<file path="src/rtl/cache_pkg.sv">
// Shared constants and helpers for the cache replacement unit: policy
// encodings, the random-mode LFSR tap mask and the invalid-way finder.
package cache_pkg;

    localparam int POLICY_FIFO   = 0;
    localparam int POLICY_PLRU   = 1;
    localparam int POLICY_RANDOM = 2;

    // Largest way count the invalid-way finder can scan.
    localparam int MAX_WAYS = 32;

    // Fibonacci taps 16,14,13,11 for a right-shifting register whose output
    // bit is bit 0: feedback is the XOR of bits 0, 2, 3 and 5.
    localparam logic [15:0] LFSR_TAPS = 16'h002D;

    // Index of the lowest zero bit; bits above the real way count must be
    // padded with ones so that they are never chosen.
    function automatic logic [5:0] lowest_zero_idx(input logic [MAX_WAYS-1:0] mask);
        logic [5:0] idx;
        logic       found;
        idx   = 6'd0;
        found = 1'b0;
        for (int i = 0; i < MAX_WAYS; i++) begin
            if (!found && !mask[i]) begin
                idx   = 6'(i);
                found = 1'b1;
            end
        end
        return idx;
    endfunction

    // One step of the LFSR: shift right, feedback enters at bit 15.
    function automatic logic [15:0] lfsr_step(input logic [15:0] state);
        return {^(state & LFSR_TAPS), state[15:1]};
    endfunction

endpackage

</file>
<file path="src/rtl/plru_tree_logic.sv">
// Tree-PLRU walk and update for one set. Node 0 is the root, node n has
// children 2n+1 (lower half) and 2n+2 (upper half); a node bit of 0 points
// at the lower half. Purely combinational.
module plru_tree_logic #(
    parameter int WAY_COUNT = 4
) (
    input  logic [WAY_COUNT-2:0]         tree,
    input  logic [$clog2(WAY_COUNT)-1:0] touch_way,
    output logic [$clog2(WAY_COUNT)-1:0] victim_way,
    output logic [WAY_COUNT-2:0]         next_tree
);

    localparam int IDX_W = $clog2(WAY_COUNT);
    localparam int EXT_W = 2 * WAY_COUNT;

    // The tree is zero-extended so that the walk index, one bit wider than
    // a way index, addresses it exactly, including the overshoot of the last
    // step.
    logic [EXT_W-1:0] tree_ext_s;
    logic [EXT_W-1:0] next_ext_s;
    logic             unused_s;

    assign tree_ext_s = {{(WAY_COUNT + 1){1'b0}}, tree};

    // Follow the node bits from the root down to a leaf to find the victim.
    always_comb begin
        logic [IDX_W:0] node_v;
        logic           bit_v;
        node_v     = {(IDX_W + 1){1'b0}};
        bit_v      = 1'b0;
        victim_way = {IDX_W{1'b0}};
        for (int l = IDX_W - 1; l >= 0; l--) begin
            bit_v         = tree_ext_s[node_v];
            victim_way[l] = bit_v;
            node_v        = (node_v << 1) + {{IDX_W{1'b0}}, 1'b1} + {{IDX_W{1'b0}}, bit_v};
        end
    end

    // Walk the path of the touched way and make each node point away from it.
    always_comb begin
        logic [IDX_W:0] node_v;
        logic           bit_v;
        node_v     = {(IDX_W + 1){1'b0}};
        bit_v      = 1'b0;
        next_ext_s = tree_ext_s;
        for (int l = IDX_W - 1; l >= 0; l--) begin
            bit_v              = touch_way[l];
            next_ext_s[node_v] = ~bit_v;
            node_v             = (node_v << 1) + {{IDX_W{1'b0}}, 1'b1} + {{IDX_W{1'b0}}, bit_v};
        end
    end

    assign next_tree = next_ext_s[WAY_COUNT-2:0];
    assign unused_s  = ^next_ext_s[EXT_W-1:WAY_COUNT-1];

endmodule

</file>
<file path="src/rtl/cache_replacement_unit.sv">
// Per-set victim-way selector. An invalid way is always preferred; on a
// full set the victim comes from the elaboration-selected policy (FIFO,
// tree-PLRU or pseudo-random). After an accepted fill the unit is busy for
// one cycle so that the tag array can refresh valid_mask.
module cache_replacement_unit
    import cache_pkg::*;
#(
    parameter int          WAY_COUNT = 2,
    parameter int          SET_COUNT = 64,
    parameter int          POLICY    = POLICY_PLRU,
    parameter logic [15:0] LFSR_SEED = 16'hACE1
) (
    input  logic                         clk,
    input  logic                         reset,
    input  logic [$clog2(SET_COUNT)-1:0] set,
    input  logic [$clog2(WAY_COUNT)-1:0] access_way,
    input  logic                         access,
    input  logic [WAY_COUNT-1:0]         valid_mask,
    output logic [$clog2(WAY_COUNT)-1:0] replacement_way,
    input  logic                         taken,
    output logic                         ready
);

    localparam int IDX_W = $clog2(WAY_COUNT);

    // Parameter sanity checks at elaboration.
    if (WAY_COUNT < 2 || WAY_COUNT > MAX_WAYS || (WAY_COUNT & (WAY_COUNT - 1)) != 0) begin : g_bad_ways
        $error("cache_replacement_unit: WAY_COUNT must be a power of two in 2..32");
    end
    if (SET_COUNT < 2 || (SET_COUNT & (SET_COUNT - 1)) != 0) begin : g_bad_sets
        $error("cache_replacement_unit: SET_COUNT must be a power of two, at least 2");
    end
    if (POLICY != POLICY_FIFO && POLICY != POLICY_PLRU && POLICY != POLICY_RANDOM) begin : g_bad_policy
        $error("cache_replacement_unit: unknown POLICY");
    end
    if (LFSR_SEED == 16'h0000) begin : g_bad_seed
        $error("cache_replacement_unit: LFSR_SEED must be non-zero");
    end

    logic             ready_r;
    logic             taken_acc_s;
    logic             access_acc_s;
    logic             full_s;
    logic [MAX_WAYS-1:0] mask_ext_s;
    logic [5:0]       lz_idx_s;
    logic [IDX_W-1:0] policy_way_s;
    logic             unused_top_s;

    // Requests are only honoured while ready; a fill beats a same-cycle hit.
    assign taken_acc_s  = taken & ready_r;
    assign access_acc_s = access & ready_r & ~taken;

    assign full_s       = &valid_mask;
    assign mask_ext_s   = {{(MAX_WAYS - WAY_COUNT){1'b1}}, valid_mask};
    assign lz_idx_s     = lowest_zero_idx(mask_ext_s);
    assign unused_top_s = ^lz_idx_s[5:IDX_W];

    // Victim: first invalid way if the set has one, else the policy's choice.
    always_comb begin
        if (!full_s) begin
            replacement_way = lz_idx_s[IDX_W-1:0];
        end else begin
            replacement_way = policy_way_s;
        end
    end

    // Busy for exactly the cycle after an accepted fill.
    always_ff @(posedge clk or posedge reset) begin
        if (reset) begin
            ready_r <= 1'b1;
        end else begin
            ready_r <= ~taken_acc_s;
        end
    end

    assign ready = ready_r;

    if (POLICY == POLICY_FIFO) begin : g_fifo
        logic [IDX_W-1:0] fifo_cnt_r [SET_COUNT];
        logic             unused_s;

        // Advance the set's round-robin pointer only when a full set is refilled.
        always_ff @(posedge clk or posedge reset) begin
            if (reset) begin
                for (int i = 0; i < SET_COUNT; i++) begin
                    fifo_cnt_r[i] <= {IDX_W{1'b0}};
                end
            end else if (taken_acc_s && full_s) begin
                fifo_cnt_r[set] <= fifo_cnt_r[set] + IDX_W'(1'b1);
            end
        end

        assign policy_way_s = fifo_cnt_r[set];
        assign unused_s     = ^{access_way, access_acc_s};

    end else if (POLICY == POLICY_PLRU) begin : g_plru
        logic [WAY_COUNT-2:0] tree_r [SET_COUNT];
        logic [WAY_COUNT-2:0] tree_next_s;
        logic [IDX_W-1:0]     touch_way_s;

        // A fill touches the way being filled, a hit touches the hit way.
        assign touch_way_s = taken_acc_s ? replacement_way : access_way;

        plru_tree_logic #(
            .WAY_COUNT (WAY_COUNT)
        ) u_plru_tree_logic (
            .tree       (tree_r[set]),
            .touch_way  (touch_way_s),
            .victim_way (policy_way_s),
            .next_tree  (tree_next_s)
        );

        // Write back the updated tree of the addressed set on any accepted touch.
        always_ff @(posedge clk or posedge reset) begin
            if (reset) begin
                for (int i = 0; i < SET_COUNT; i++) begin
                    tree_r[i] <= {(WAY_COUNT - 1){1'b0}};
                end
            end else if (taken_acc_s || access_acc_s) begin
                tree_r[set] <= tree_next_s;
            end
        end

    end else begin : g_random
        logic [15:0] lfsr_r;
        logic        unused_s;

        // Free-running LFSR; requests never perturb the sequence.
        always_ff @(posedge clk or posedge reset) begin
            if (reset) begin
                lfsr_r <= LFSR_SEED;
            end else begin
                lfsr_r <= lfsr_step(lfsr_r);
            end
        end

        assign policy_way_s = lfsr_r[IDX_W-1:0];
        assign unused_s     = ^{set, access_way, access_acc_s, lfsr_r[15:IDX_W]};
    end

endmodule

</file>
<file path="config.mk">
export PLATFORM = sky130hd
export DESIGN_NAME = cache_replacement_unit
export DESIGN_NICKNAME = d
export VERILOG_FILES = /design/src/rtl/cache_pkg.sv /design/src/rtl/plru_tree_logic.sv /design/src/rtl/cache_replacement_unit.sv
export SDC_FILE = /design/constraint.sdc
export NUM_CORES = 1
export LEC_CHECK = 0
export BUFFER_PORTS_ARGS = -buffer_cell sky130_fd_sc_hd__buf_2
export CORE_UTILIZATION = 47
export CTS_BUF_LIST = sky130_fd_sc_hd__clkbuf_16
export DETAILED_ROUTE_END_ITERATION = 7
export PLACE_DENSITY = 0.72
export SLEW_MARGIN = 0
export SYNTH_ARGS = -nofsm -noshare
export SYNTH_HDL_FRONTEND = slang
export SYNTH_SLANG_ARGS = --single-unit
</file>
<file path="constraint.sdc">
create_clock -name clk -period 2.25 [get_ports clk]
set_input_delay 0.1125 -clock clk [delete_from_list [all_inputs] [get_ports clk]]
set_output_delay 0.1125 -clock clk [all_outputs]
set_load 0.01 [all_outputs]
</file>
==> results of run 1 <==
==> state kept, by name, indices dropped and copies added (netlist names) <==
name / cells
g_plru.tree_r: 64
ready: 1
==> kinds of logic (layout without fill, tap and decap cells) <==
| family | Yosys count | in the layout | synth area share |
|---|---|---|---|
| mux | 58 | 58 | 0.1783 |
| flops | 65 | 65 | 0.4084 |
| compound gates | 115 | 115 | 0.2364 |
| simple gates | 100 | 100 | 0.1224 |
| buf+inv | 39 | 69 | 0.05461 |
==> area by class of cell <==
cell class	count	area share
well taps	105	0.02810
inverters	6	0.004817
multi-input cells	273	0.4635
repair buffers	47	0.08188
clock buffers	9	0.04817
clock inverters	7	0.02542
flip-flops and latches	65	0.3481
==> what timing repair did <==
item,4_1_cts,5_1_grt
setup endpoints to repair,1,3
gates resized for setup,0,2
hold buffers,1,0
hold endpoints to repair,26,0
setup buffers,1,0
pin swaps,1,0
==> Yosys cell counts (all sizes together) <==
cell	instances	area [um^2]
o211a	1	10.01
clkbuf	14	52.55
nor2	26	97.59
and3b	1	8.760
o21ai	2	10.01
a311oi	3	78.83
nand2	35	133.9
a32oi	1	8.760
mux2i	47	474.2
o31a	1	8.760
nand3	6	35.03
a21o	1	7.510
or3b	2	17.52
or2	3	18.77
nor2b	1	6.260
nand3b	4	30.03
dfrtp	64	1602
or3	4	25.02
nor4	1	6.260
a221oi	2	17.52
nor3	5	25.02
o211ai	2	20.02
o22a	1	17.52
o41ai	26	355.3
and2	4	25.02
a21oi	57	285.3
nor3b	2	20.02
a31oi	11	68.82
and3	1	6.260
o31ai	6	45.04
nand2b	4	25.02
dfstp	1	26.28
mux4	10	225.2
inv	6	22.52
or4	1	7.510
mux2	1	11.26
buf	19	142.6
o21a	1	8.760
==> report_power, final <==
group	leakage [nW]	internal (W)	switching [W]
clock network	0.163	0.00108	0.000536
registers	0.836	0.00141	0.000141
logic	1.01	0.000370	0.000418
total	2.01	0.00286	0.00110
==> critical path: cells and delay by family (launching register included) <==
kind | cells | cell delay [ns]
AOI/OAI and AO/OA | 3 | 0.71
muxes | 1 | 0.49
DFF | 1 | 0.39
buffers and inverters | 1 | 0.14
==> metal layers <==
metal | vias to the layer above | track usage | wire [um] | share of wire
met5 | - | 0 | 0 | 0
met4 | 0 | 0.09231 | 228 | 0.022
met3 | 20 | 0.03722 | 636 | 0.061
met2 | 126 | 0.3790 | 4798 | 0.46
met1 | 1654 | 0.3676 | 4703 | 0.45
li1 | 1479 | - | - | -
==> final timing paths <==
path,start,to,slack [ns]
setup / recovery,g_plru.tree_r[30],replacement_way,0.07
max in group asynchronous,reset,g_plru.tree_r[29],1.20
hold / removal,taken,ready,0.17
hold reg to reg,g_plru.tree_r[7],g_plru.tree_r[7],0.50
setup reg to reg,g_plru.tree_r[30],g_plru.tree_r[16],0.11
min in group asynchronous,reset,g_plru.tree_r[40],0.41
==> through the flow <==
step	instances	util	setup slack [ns]	cell area (um^2)
floorplan	377	-	0.3640	3986
global placement	494	0.5237	0.1356	4303
detailed placement	494	0.5237	0.06347	4303
CTS	512	0.5677	0.03070	4664
global route	512	0.5691	0.007270	4676
finish	512	0.5691	0.07462	4676
==> flow_metrics.tcl, run 1 <==
set metrics [dict create \
    grt_pass1_wl_um 16870 \
    crit_type "reg -> out" \
    cts_root_buffer "clkbuf_16" \
    leakage_nw 2.007 \
    ys_seq_area_frac 0.4083 \
    worstHoldPathCells 3 \
    holdCritPathClass "in -> reg" \
    ios 15 \
    row_count 33 \
    tritoncts "done" \
    seq_area_mm2 0.001628 \
    port_buffers 14 \
    antenna_cells 0 \
    grt_max_degree 39 \
    dieWidth_um 94.10 \
    routabilityCongestion 0.8680 \
    cp_max_fo 2 \
    period_minus_slack_ns 2.175 \
    worstPathArrival_ns 2.06 \
    rsz0062_at_grt "false" \
    first_pass_iters 5 \
    setup.worst_path.start_class "flop" \
    yosys_warnings 0 \
    status "finished clean" \
    avgSynthCellArea_um2 10.57 \
    fp.dieH_um 94.10 \
    p_total_w 0.003953 \
    syn_area_mm2 0.003986 \
    required_ns 2.14 \
    multi_input_area_mm2 0.002167 \
    layout_common_cells "dfrtp_1, a21oi_1, mux2i_1, nand2_1, buf_4" \
    dp_hpwl_um 7125 \
    worst_pin_slew_ns 0.6260 \
    cp_cell_sequence "mux4_2, a221oi_2, o211ai_2, o31a_1, buf_2" \
    finalHoldViolCount 0 \
    clock.fmax_mhz 459.7 \
    ant_nets 0 \
    cpPeakStageDelay_ns 0.49 \
    dr_total_vias 3279 \
    overflow 0 \
    pwr_density_cell_mw_per_mm2 845.4 \
    slowest_stage "mux4_2" \
    drv_cap 0 \
    insertion_delay_ns 0.33 \
    fin_hold_ws_ns 0.1664 \
    dieArea_mm2 0.008854 \
    setup.worst_path.end_class "output port" \
    clkTransAtPathRegs_ns 0.06 \
    clock-sinks 65 \
    postRouteWirelength_um 10370 \
    ff2ff_path_depth 6 \
    numCtsBuffers 9 \
    fin_skew_ns 0.008097 \
    finalSetupViolations 0 \
    period_share 0.9668 \
    antenna_found_initial 0 \
    cts_buffer_depth 2 \
    viasPerCell 6.404 \
    final_common_cell "dfrtp_1" \
    layout-drive-gt1-share 0.2604 \
    syn-num-nets 390 \
    synth-seq-cells 65 \
    drc 0 \
    netlist_instances 377 \
    final-max-slew-violation-count 0 \
    initialDrtViolationCount 328 \
    wl_per_cell_um 20.25 \
    coreArea_mm2 0.008217 \
    htree_levels 3 \
    ys_types 49 \
    fin_nets 415 \
    start_util 0.4852 \
    finalSetupTns_ns 0 \
    irDropWorstVdd_uv 446.9 \
    gr-usage-all-layers 0.2526 \
    n_fill_cell 669 \
    area_delta_synth_final_pct 17.29 \
    grt_pass1_vias 3163 \
    maxSlewHeadroom 0.5820 \
]
No activity file was read; power rests on OpenSTA's default activity.
==> run 2: changes to the inputs <==
--- a/config.mk
+++ b/config.mk
@@ -6,6 +6,8 @@
 export NUM_CORES = 1
 export LEC_CHECK = 0
 export BUFFER_PORTS_ARGS = -buffer_cell sky130_fd_sc_hd__buf_2
+export CORE_ASPECT_RATIO = 1.2
+export CORE_MARGIN = 2
 export CORE_UTILIZATION = 47
 export CTS_BUF_LIST = sky130_fd_sc_hd__clkbuf_16
 export DETAILED_ROUTE_END_ITERATION = 7
==> flow_metrics.tcl, run 2 (same netlist as run 1, synthesis figures left out) <==
set metrics [dict create \
    grt_pass1_wl_um 17740 \
    cts_root_buffer "clkbuf_16" \
    power.share.switching 0.2985 \
    overflow 0 \
    dieArea_mm2 0.009237 \
    layout-drive-gt1-share 0.2676 \
    start_util 0.4863 \
    ant_nets 0 \
    worstPathArrival_ns 2.08 \
    dieWidth_um 88.07 \
    period_minus_slack_ns 2.197 \
    wl_per_cell_um 20.24 \
    routabilityCongestion 0.9394 \
    regMostFlops "g_plru.tree_r" \
    setup.worst_path.end_class "output port" \
    fp.dieH_um 104.9 \
    clkTransAtPathRegs_ns 0.05 \
    numCtsBuffers 9 \
    finalSetupViolations 0 \
    multi_input_area_mm2 0.002173 \
    cpPeakStageDelay_ns 0.49 \
    p_int_w 0.002506 \
    status "finished clean" \
    row_count 36 \
    rsz0062_at_grt "true" \
    layout_common_cells "dfrtp_1, a21oi_1, mux2i_1, nand2_1, buf_4" \
    drc 0 \
    p_clk_frac 0.347 \
    final_common_cell "dfrtp_1" \
    period_share 0.9766 \
    worstHoldPathCells 3 \
    initialDrtViolationCount 273 \
    power_frac_seq 0.433 \
    crit_buf_inv 1 \
    dr_total_vias 3286 \
    irDropWorstVdd_uv 500.9 \
    p_total_w 0.003573 \
    ff2ff_path_depth 5 \
    leakage_nw 1.990 \
    postRouteWirelength_um 10630 \
    dp_hpwl_um 7322 \
    worst_pin_slew_ns 0.7173 \
    cp_max_fo 3 \
    port_buffers 14 \
    clock.fmax_mhz 455.1 \
    maxSlewHeadroom 0.5211 \
    final-max-slew-violation-count 0 \
    cts_buffer_depth 2 \
    n_fill_cell 728 \
    insertion_delay_ns 0.33 \
    slowest_stage "mux4_2" \
    holdCritPathClass "in -> reg" \
    grt_max_degree 34 \
    fin_nets 419 \
    crit_type "reg -> out" \
    finalHoldViolCount 0 \
    cp_cell_sequence "mux4_2, a221oi_2, o211ai_2, o31a_1, buf_2" \
    first_pass_iters 5 \
    required_ns 2.14 \
    setup.worst_path.start_class "flop" \
    ios 15 \
    pwr_density_cell_mw_per_mm2 771.7 \
    drv_cap 0 \
    p_sw_w 0.001066 \
    antenna_cells 0 \
    area_delta_synth_final_pct 16.13 \
    pwr-share-comb 0.220 \
    largest_reg_flops 64 \
    fin_skew_ns 0.004893 \
    coreArea_mm2 0.008198 \
    grt_pass1_vias 3338 \
    antenna_found_initial 0 \
    clock-sinks 65 \
    crit_family "compound AO/OA/AOI/OAI gates" \
    htree_levels 3 \
    cp.depth 5 \
    gr-usage-all-layers 0.2510 \
    final_util 0.5647 \
    seq_area_mm2 0.001628 \
    tritoncts "done" \
    viasPerCell 6.259 \
]
[run 2: cell count changes in the layout (fill, tap and decap cells not counted)]
cell	change
clkinv_2	+3
clkinv_1	+1
a221oi_2	+1
buf_12	-1
clkinv_4	-2
buf_4	+5
a221oi_1	-1
bufinv_16	-3
clkinvlp_4	+1
[run 2: area by class of cell]
class | count | area share
clock buffers | 9 | 0.04865
clock inverters | 7 | 0.008108
inverters | 6 | 0.004865
multi-input cells | 273 | 0.4695
flip-flops and latches | 65 | 0.3516
well taps | 114 | 0.03081
repair buffers | 51 | 0.08649
[run 2: worst reg2reg max path, delay by kind of cell, from the launching register on]
family	cells	cell delay, ns
AO/OA/AOI/OAI	3	0.82
multiplexers	1	0.49
flip-flops	1	0.38
buffers and inverters	1	0.21
[run 2: final timing paths]
check                      slack, ns               from                end
min                             0.18              taken              ready
min in group asynchronous       0.45              reset   g_plru.tree_r[9]
max                             0.05  g_plru.tree_r[24]    replacement_way
max reg2reg                     0.21  g_plru.tree_r[24]  g_plru.tree_r[26]
max in group asynchronous       1.18              reset  g_plru.tree_r[37]
min reg2reg                     0.50  g_plru.tree_r[63]  g_plru.tree_r[63]
[run 2: layer usage]
metal,global-route usage,share of wire
met1,0.3330,0.40
met2,0.3896,0.49
met3,0.04818,0.069
met4,0.1245,0.043
met5,0,0
[run 2: metrics by stage]
stage               setup TNS (ns)  hold WS [ns]  std cells  setup WS [ns]  area [um^2]
floorplan                        0        0.3063        377         0.3640         3986
global placement                 0        0.2681        508        0.04621         4339
detailed placement               0        0.2719        508        0.04736         4339
CTS                              0        0.1580        525       0.002312         4623
global route              -0.01733        0.1991        525       -0.01733         4629
finish                           0        0.1825        525        0.05269         4629
[run 2: power by group through the flow]
stage	Clock (W)	Combinational, W	Sequential (W)
global route	0.00132	0.000864	0.00157
global placement	0	0.000744	0.00156
floorplan	0	0.000598	0.00151
CTS	0.00125	0.000785	0.00154
detailed placement	0	0.000778	0.00156
finish	0.00124	0.000787	0.00155
[run 2: what timing repair did]
action | 4_1_cts | 5_1_grt
resized for setup | 2 | 1
setup endpoints to repair | 1 | 1
pin swaps | 0 | 1
hold buffers | 1 | 0
hold endpoints to repair | 31 | 0
setup buffers | 0 | 0
==> run 3: changes to the inputs <==
--- a/config.mk
+++ b/config.mk
@@ -6,12 +6,13 @@
 export NUM_CORES = 1
 export LEC_CHECK = 0
 export BUFFER_PORTS_ARGS = -buffer_cell sky130_fd_sc_hd__buf_2
-export CORE_ASPECT_RATIO = 1.2
+export CORE_ASPECT_RATIO = 1.75
 export CORE_MARGIN = 2
 export CORE_UTILIZATION = 47
 export CTS_BUF_LIST = sky130_fd_sc_hd__clkbuf_16
 export DETAILED_ROUTE_END_ITERATION = 7
 export PLACE_DENSITY = 0.72
+export RECOVER_POWER = 25
 export SLEW_MARGIN = 0
 export SYNTH_ARGS = -nofsm -noshare
 export SYNTH_HDL_FRONTEND = slang
==> flow_metrics.tcl, run 3 (same netlist as run 1, synthesis figures left out) <==
set metrics [dict create \
    worstPathArrival_ns 2.14 \
    period_minus_slack_ns 2.248 \
    slowest_stage "mux4_2" \
    post-place-ws_ns 0.007654 \
    setup_ws_ns 0.001530 \
    coreArea_mm2 0.008258 \
    dp_hpwl_um 7959 \
    finalSetupViolations 0 \
    rsz0062_at_grt "true" \
    setup.worst_path.start_class "flop" \
    crit_type "reg -> out" \
    final-max-slew-violation-count 0 \
    insertion_delay_ns 0.34 \
    numCtsBuffers 9 \
    grt_pass1_wl_um 18360 \
    htree_levels 3 \
    grt_pass1_vias 3474 \
    cp_max_fo 2 \
    antenna_found_initial 0 \
    cp_cell_sequence "mux4_2, a221oi_4, o211ai_4, o31a_1, buf_2" \
    ios 15 \
    cts_buffer_depth 2 \
    fin_skew_ns 0.006458 \
    dr_total_vias 3248 \
    pwr_density_cell_mw_per_mm2 772.3 \
    finalHoldViolCount 0 \
    gr-usage-all-layers 0.2658 \
    largest_reg_flops 64 \
    regMostFlops "g_plru.tree_r" \
    irDropWorstVdd_uv 542.3 \
    routabilityCongestion 0.9659 \
    dp_cells 485 \
    final_util 0.5600 \
    start_util 0.4827 \
    ant_nets 0 \
    fp.dieH_um 125.8 \
    layout_common_cells "dfrtp_1, a21oi_1, mux2i_1, nand2_1, buf_4" \
    wl_per_cell_um 22.07 \
    stdcell_count 502 \
    drc 0 \
    drv_cap 0 \
    final_common_cell "dfrtp_1" \
    clkTransAtPathRegs_ns 0.05 \
    dieArea_mm2 0.009263 \
    layout-drive-gt1-share 0.2561 \
    maxSlewHeadroom 0.2916 \
    worst_pin_slew_ns 1.061 \
    finalSetupTns_ns 0 \
    cts_root_buffer "clkbuf_16" \
    port_buffers 14 \
    tritoncts "done" \
    setup.worst_path.end_class "output port" \
    required_ns 2.14 \
    initialDrtViolationCount 281 \
    period_share 0.9993 \
    leakage_nw 1.985 \
    postRouteWirelength_um 11080 \
    row_count 44 \
    grt_max_degree 39 \
    clock-sinks 65 \
    overflow 0 \
    n_fill_cell 702 \
    cpPeakStageDelay_ns 0.49 \
    area_delta_synth_final_pct 16.01 \
    fin_nets 419 \
    status "finished clean" \
    viasPerCell 6.470 \
    antenna_cells 0 \
    holdCritPathClass "in -> reg" \
    clock.fmax_mhz 444.7 \
    first_pass_iters 5 \
    dieWidth_um 73.62 \
]
-- run 3: repair_timing --
action / in CTS / in global routing
pin swaps: 3 / 3
buffers inserted: 1 / 0
gates resized for setup: 5 / 1
setup endpoints to repair: 1 / 1
hold buffers: 1 / 0
hold endpoints to repair: 26 / 0
-- run 3: worst paths after layout --
kind	from	endpoint	slack [ns]	cells past startpoint
setup / recovery	g_plru.tree_r[30]	replacement_way	0.002	5
hold / removal	taken	ready	0.16	3
setup reg to reg	g_plru.tree_r[30]	g_plru.tree_r[56]	0.11	6
hold reg to reg	g_plru.tree_r[25]	g_plru.tree_r[25]	0.50	2
max in group asynchronous	reset	g_plru.tree_r[49]	0.42	4
min in group asynchronous	reset	g_plru.tree_r[26]	0.60	3
-- run 3: report_power, final --
| group | switching [W] | total [W] | internal (W) | leakage [nW] |
|---|---|---|---|---|
| clock network | 0.000489 | 0.00121 | 0.000719 | 0.125 |
| registers | 0.000135 | 0.00154 | 0.00141 | 0.836 |
| logic | 0.000441 | 0.000821 | 0.000379 | 1.02 |
-- run 3: final cells by class --
type                            count  area (um^2)  share of cell area
Sequential cell                    65         1628              0.3520
Inverter                            6        22.52            0.004870
Multi-Input combinational cell    273         2206              0.4770
Tap cell                           92        115.1             0.02489
Clock inverter                      6        27.53            0.005952
Timing Repair Buffer               51        400.4             0.08658
Clock buffer                        9        225.2             0.04870
-- run 3: critical path, delay by kind of cell, from the launching register on --
kind	cells	cell delay, ns
flip-flops	1	0.38
AO/OA/AOI/OAI	3	0.78
multiplexers	1	0.49
buffers and inverters	1	0.15
-- run 3: through the flow --
stage | hold slack [ns] | power [W] | area (um^2)
after CTS | 0.1252 | 0.003581 | 4631
after floorplan | 0.3063 | 0.002108 | 3986
final | 0.1622 | 0.003571 | 4624
after detailed placement | 0.2272 | 0.002349 | 4317
after global placement | 0.2211 | 0.002313 | 4317
after global routing | 0.1886 | 0.003739 | 4624
-- run 3: per-layer routing --
metal / GRT usage / vias to the layer above / routed length, um
li1: - / 1478 / -
met1: 0.2961 / 1584 / 3897
met2: 0.4412 / 130 / 5909
met3: 0.05120 / 56 / 508
met4: 0.1829 / 0 / 764
met5: 0 / - / 0
